===== src/rtl/link_tx_sched.sv =====
// link_tx_sched: round-robin 8b/10b transmit scheduler with alignment burst, idle fill, PISO timing and disparity tracking
module link_tx_sched #(
  parameter int         ALIGN_COUNT = 4,
  parameter logic [7:0] COMMA       = 8'hBC
) (
  input  logic       clk,
  input  logic       rst,
  input  logic       req0_valid,
  input  logic [7:0] req0_data,
  input  logic       req0_k,
  output logic       req0_ready,
  input  logic       req1_valid,
  input  logic [7:0] req1_data,
  input  logic       req1_k,
  output logic       req1_ready,
  output logic [7:0] enc_data,
  output logic       enc_k,
  output logic       enc_rd,
  input  logic [9:0] enc_symbol,
  output logic       mode,
  output logic [1:0] grant,
  output logic       link_up,
  output logic       disp_err
);
  typedef enum logic {ALIGN, RUN} state_t;
  state_t state, state_nx;
  logic [3:0] bit_cnt, ones;
  logic [$clog2(ALIGN_COUNT+1)-1:0] align_cnt;
  logic last_grant, load, sel, g0, g1, align_done;
  assign load = bit_cnt == 4'd0;
  assign sel = bit_cnt == 4'd9;
  assign mode = !load;
  assign ones = 4'($countones(enc_symbol));
  assign align_done = int'(align_cnt) + 1 == ALIGN_COUNT;
  // last_grant=1 means requester 1 went last, so requester 0 wins a tie
  assign g0 = state == RUN && req0_valid && (!req1_valid || last_grant);
  assign g1 = state == RUN && req1_valid && (!req0_valid || !last_grant);
  assign req0_ready = sel && g0;
  assign req1_ready = sel && g1;
  always_comb state_nx = (state == ALIGN && load && align_done) ? RUN : state;
  always_ff @(posedge clk or negedge rst) begin
    if (!rst) begin
      state      <= ALIGN;
      bit_cnt    <= '0;
      align_cnt  <= '0;
      enc_data   <= COMMA;
      enc_k      <= 1'b1;
      enc_rd     <= 1'b0;
      grant      <= 2'b00;
      link_up    <= 1'b0;
      disp_err   <= 1'b0;
      last_grant <= 1'b1;
    end else begin
      state   <= state_nx;
      bit_cnt <= sel ? 4'd0 : bit_cnt + 4'd1;
      if (load) begin
        enc_rd <= ones == 4'd6 ? 1'b1 : ones == 4'd4 ? 1'b0 : enc_rd;
        if (ones < 4'd4 || ones > 4'd6) disp_err <= 1'b1;
        if (state == ALIGN) begin
          align_cnt <= align_cnt + 1'b1;
          if (align_done) link_up <= 1'b1;
        end
      end
      if (sel) begin
        enc_data <= g0 ? req0_data : g1 ? req1_data : COMMA;
        enc_k    <= g0 ? req0_k : g1 ? req1_k : 1'b1;
        grant    <= {g1, g0};
        if (g0 || g1) last_grant <= g1;
      end
    end
  end
endmodule


===== config.mk =====
export PLATFORM = sky130hd
export DESIGN_NAME = link_tx_sched
export DESIGN_NICKNAME = d
export VERILOG_FILES = /design/src/rtl/link_tx_sched.sv
export SDC_FILE = /design/constraint.sdc
export NUM_CORES = 1
export LEC_CHECK = 0
export BUFFER_PORTS_ARGS = -buffer_cell sky130_fd_sc_hd__buf_2
export CAP_MARGIN = 20
export CORE_MARGIN = 3
export CORE_UTILIZATION = 45
export CTS_BUF_LIST = sky130_fd_sc_hd__clkbuf_4 sky130_fd_sc_hd__clkbuf_8
export CTS_CLUSTER_SIZE = 12
export DETAILED_ROUTE_END_ITERATION = 6
export GPL_TIMING_DRIVEN = 0
export PLACE_DENSITY = 0.75
export RECOVER_POWER = 100
export REMOVE_ABC_BUFFERS = 1
export SLEW_MARGIN = 10
export SYNTH_ARGS = -nofsm -noshare
export SYNTH_HDL_FRONTEND = slang
export SYNTH_SLANG_ARGS = --single-unit

===== constraint.sdc =====
create_clock -name clk -period 1.5 [get_ports clk]
set_input_delay 0.225 -clock clk [delete_from_list [all_inputs] [get_ports clk]]
set_output_delay 0.225 -clock clk [all_outputs]
set_load 0.03 [all_outputs]

[Yosys cells after proc, flatten, opt, wreduce, memory -nomap -nowiden]
Cells that the tools add are included.
Storage, ports and cells
  flip-flop bits (word level): 23
  logic and storage cells: 59
Operators by class
  add/subtract/negate cells: 12
  $lt $le $gt $ge: 2
  equal/unequal tests: 4
  multiplexer cells: 7
  bitwise operators: 1
  reduce and logical (&&, ||, !) cells: 23
Operators with widths (number)
  $mux W8: 2
  $eq A4 B3 Y1 const B: 3
  $add A1 B1 Y2: 5
  $logic_and A1 B1 Y1: 8
  $reduce_and A2 Y1: 4
  $add A2 B2 Y3: 2
  $add A3 B1 Y4 const B: 1
  $add A3 B3 Y4: 1
  $add A4 B1 Y4 const B: 1
  $add A4 B2 Y4: 1
  $eq A4 B4 Y1 const B: 1
  $gt A4 B3 Y1 const B: 1
  $logic_not A1 Y1: 4
  $logic_not A4 Y1: 1
  $logic_or A1 B1 Y1: 4
  $lt A4 B3 Y1 const B: 1
  $mux W1: 4
  $mux W4: 1
  $add A3 B1 Y3 const B: 1
  $reduce_and A3 Y1: 1
  $reduce_bool A2 Y1: 1
  $not A1 Y1: 1

[Longest topological paths before layout]
  depth in word-level cells: 7
  depth in mapped cells: 11
  gate-level depth less buffers: 11

[Worst setup path after synthesis]
No wires, ideal clock.
  kind: input to register
  from: input port enc_symbol[0]
  to: register disp_err
  library setup time: 124 ps
  arrival time: 2956 ps
  required time: 1376 ps
  slack: -1580 ps
  stages on the path: 11
  path buffers: 0
  path through: fa_1 > inv_1 > fa_1 > fa_1 > inv_1 > ha_1 > inv_1 > fa_1 > or3b_1 > o21a_1 > a211o_1
Between the ends
  longest elaborated chain between the ends: 7
  elaborated cells on any way between the ends: 8
  those cells by class: add/sub (4); order compare (2); reduce/logical (2)
RTL lines
  start, declared: RTL line 19  | input logic [9:0] enc_symbol,
  $add A1 B1 Y2 (implied by the code) *: RTL line 33  | assign ones = 4'($countones(enc_symbol));
  $add A2 B2 Y3 (implied by the code) *: RTL line 33
  $add A3 B3 Y4 (implied by the code) *: RTL line 33
  $add A4 B2 Y4 (implied by the code) *: RTL line 33
  $lt A4 B3 Y1 / $gt A4 B3 Y1 (equally long branches): RTL line 58  | if (ones < 4'd4 || ones > 4'd6) disp_err <= 1'b1;
  $logic_or A1 B1 Y1 *: RTL line 58
  $reduce_and A2 Y1 (no line) *
  end signal, assigned: RTL line 51  | disp_err <= 1'b0;
  end signal, assigned: RTL line 58
  end, declared: RTL line 23  | output logic disp_err
Mark *: on every way between the ends. The rest lies on a longest branch, timed or not.
A chain may end at the register's enable or synchronous reset.

[Final worst setup path]
Ends and elaborated chain as after synthesis.

==> reports/metrics.cfg <==
[route]
via_per_inst=5.44
wire_per_inst_um=13.9
ant_nets=0
via_count=1185
dr.pass1.iters=4
wl_um=3030
drcViolationCount=0
first_iter_violations=64

[critical_path]
crit_arrival_ns=3.14
critPathBufInv=4
cp_cell_sequence=buf_6, fa_1, inv_1, fa_1, fa_1, inv_2, ha_4, inv_2, fa_1, or3b_1, o21a_1, a211o_1
crit_top_cell=fa_1
cp.required_ns=1.70
critPathKind=input port to flip-flop
critPathMaxStageDelay_ns=0.53
crit_family=adder cells
cp-start-kind=input port
cpMaxStageDelayCell=fa_1
endpoint_kind=flip-flop
cp_max_fo=2

[synth]
yosysUniqueCellTypes=39
yosys.area.top_type=dfrtp_1
synthFlopType=dfrtp_1
ys_seq_area_share_pct=43.0
ys_ff_latch=23
synth.top_cell.area_share_pct=29.5
syn-instance-count=136
synth-edff-count=0
netlist_area_mm2=0.00136
async_reset_ff_share_pct=100
synth_area_leaders=dfrtp_1 29%, dfstp_2 14%, fa_1 8.8%
avgSynthCellArea_um2=9.99
synth_warnings=0

[clock_tree]
cts_tree=yes
htreeDepth=1
cts_buffers=3
ctsLongestPathBuffers=2
clock_sinks=23
cts_root_buf=clkbuf_4
path_clk_slew_ns=0.12
clk_latency_ns=0.31

[place]
placed_cell_area_mm2=0.00162
port_buffers=48
gp_congestion=0.806
dp_hpwl_um=2300
place_inst=210

[floorplanning]
start_util_pct=48.4
dieWidth_um=61.0
rows=19
io_pins=49
die_h_um=61.0
core_mm2=0.00281
die-area_mm2=0.00371

[global_routing]
grt_use_total_pct=17.9
grt_overflow=0
grt_max_degree=24
antenna_found_initial=0
grt_pass1_vias=1091
grt_pass1_wl_um=4840

[power_and_ir_drop]
p_comb_share_pct=30.3
power_switching_mw=0.425
p_per_area_mw_per_mm2=813
peakVddDrop_mv=0.516
power_frac_seq_pct=48.1
power.leakage_nw=0.802
switching_share_pct=30.8
cellInternalPower_mw=0.956
p_clk_share_pct=21.6

[sta]
min_period_over_period_pct=195
min_period_ns=2.93
finClkSkew_ns=0.00733
relSlewSlack_pct=63.2
layout_setup_ws_ns=-1.43
setup_viol=6
worstMarginPinSlew_ns=0.551
fmax_mhz=341
rsz0062_at_grt=yes
slew_viol_final=0
hold_violations=0

[finish]
final_cell_mix=31 x buf_2, 15 x inv_1, 15 x dfrtp_1
drive_gt1_share_pct=32.1
final_common_cell=buf_2
instances_no_fill=218
area_delta_synth_final_pct=25.0
postLayoutCellArea_mm2=0.00170
num-nets-final=230
num_antenna_cells=0

[min_path]
hold_path_class=input port to flip-flop

[outcome]
status=complete, but fails checks
violations=negative setup slack

[flow_run]
drv_cap=0

[final cells by class]
class,instances,area [µm²]
fillers,256,1110
multi-input cells,90,714
flip-flops and latches,23,586
repair buffers,52,263
inverters,18,67.6
well taps,31,38.8
clock buffers,4,30.0
[final timing paths]
path	start	endpoint	slack, ns	cells past startpoint
min in group asynchronous	rst	align_cnt[2]	0.42	2
min	req1_data[0]	enc_data[0]	0.17	3
max reg2reg	bit_cnt[0]	align_cnt[1]	-0.19	4
max	enc_symbol[0]	disp_err	-1.43	12
min reg2reg	disp_err	disp_err	0.48	1
max in group asynchronous	rst	state	0.69	2
[logic make-up after synthesis]
| logic type | count (synthesis) | share of synthesized area [%] |
|---|---|---|
| AOI/OAI and AO/OA | 24 | 12.3 |
| xor gates and xnor gates | 3 | 1.93 |
| adders and majority gates | 10 | 12.5 |
| buffers and inverters | 23 | 6.54 |
| DFF | 23 | 43.0 |
| muxes | 3 | 2.39 |
| and+or+nand+nor | 50 | 21.3 |
[flip-flops by register name (all words and copies together), names as in the netlist]
| register | flops |
|---|---|
| link_up | 1 |
| disp_err | 1 |
| last_grant | 1 |
| enc_data | 8 |
| align_cnt | 3 |
| grant | 2 |
| enc_rd | 1 |
| state | 1 |
| bit_cnt | 4 |
| enc_k | 1 |
[stage by stage]
step	hold WS [ns]	utilization [%]	setup TNS [ns]	setup WS (ns)	power (mW)
after floorplan	-0.0706	-	-5.34	-1.58	0.934
after global placement	0.215	57.6	-6.03	-1.76	1.05
after detailed placement	0.223	57.6	-6.91	-1.85	1.07
after CTS	0.165	61.3	-3.99	-1.45	1.38
after global routing	0.173	60.6	-5.13	-1.48	1.47
final	0.171	60.6	-4.03	-1.43	1.38
[tightest hold or removal path, stage by stage]
cell and delay (ns):
buf_2 0.10, nand4_1 0.06, a31oi_1 0.07
[synth_stat cells, drive strengths merged, types with 3 or more instances]
| cell | number |
|---|---|
| a31oi | 5 |
| buf | 3 |
| dfrtp | 16 |
| dfstp | 7 |
| fa | 6 |
| ha | 4 |
| inv | 18 |
| nand2 | 12 |
| nand4 | 6 |
| nor2 | 4 |
| nor2b | 3 |
| nor3 | 14 |
| o31ai | 7 |
[routing by layer]
| layer | global-route usage (%) | share of wire [%] | vias to the layer above |
|---|---|---|---|
| li1 | - | - | 574 |
| met1 | 22.0 | 39 | 566 |
| met4 | 4.02 | 1.6 | 0 |
| met5 | 0 | 0 | - |
| met3 | 4.68 | 5.9 | 8 |
| met2 | 31.3 | 53 | 37 |
[repair_timing]
item | in CTS | in global routing
hold buffers | 1 | 0
pin swaps | 3 | 1
hold endpoints to repair | 16 | 0
resized for setup | 10 | 2
endpoints found under the setup margin | 18 | 14
setup buffers | 2 | 1
[power by group through the flow]
stage / Clock, mW / Sequential, mW / Combinational [mW]
after global routing: 0.329 / 0.669 / 0.476
after detailed placement: 0 / 0.676 / 0.395
final: 0.298 / 0.665 / 0.419
after CTS: 0.310 / 0.664 / 0.409
after global placement: 0 / 0.674 / 0.373
after floorplan: 0 / 0.720 / 0.214
Note: power is estimated with default switching activity, not from simulation.
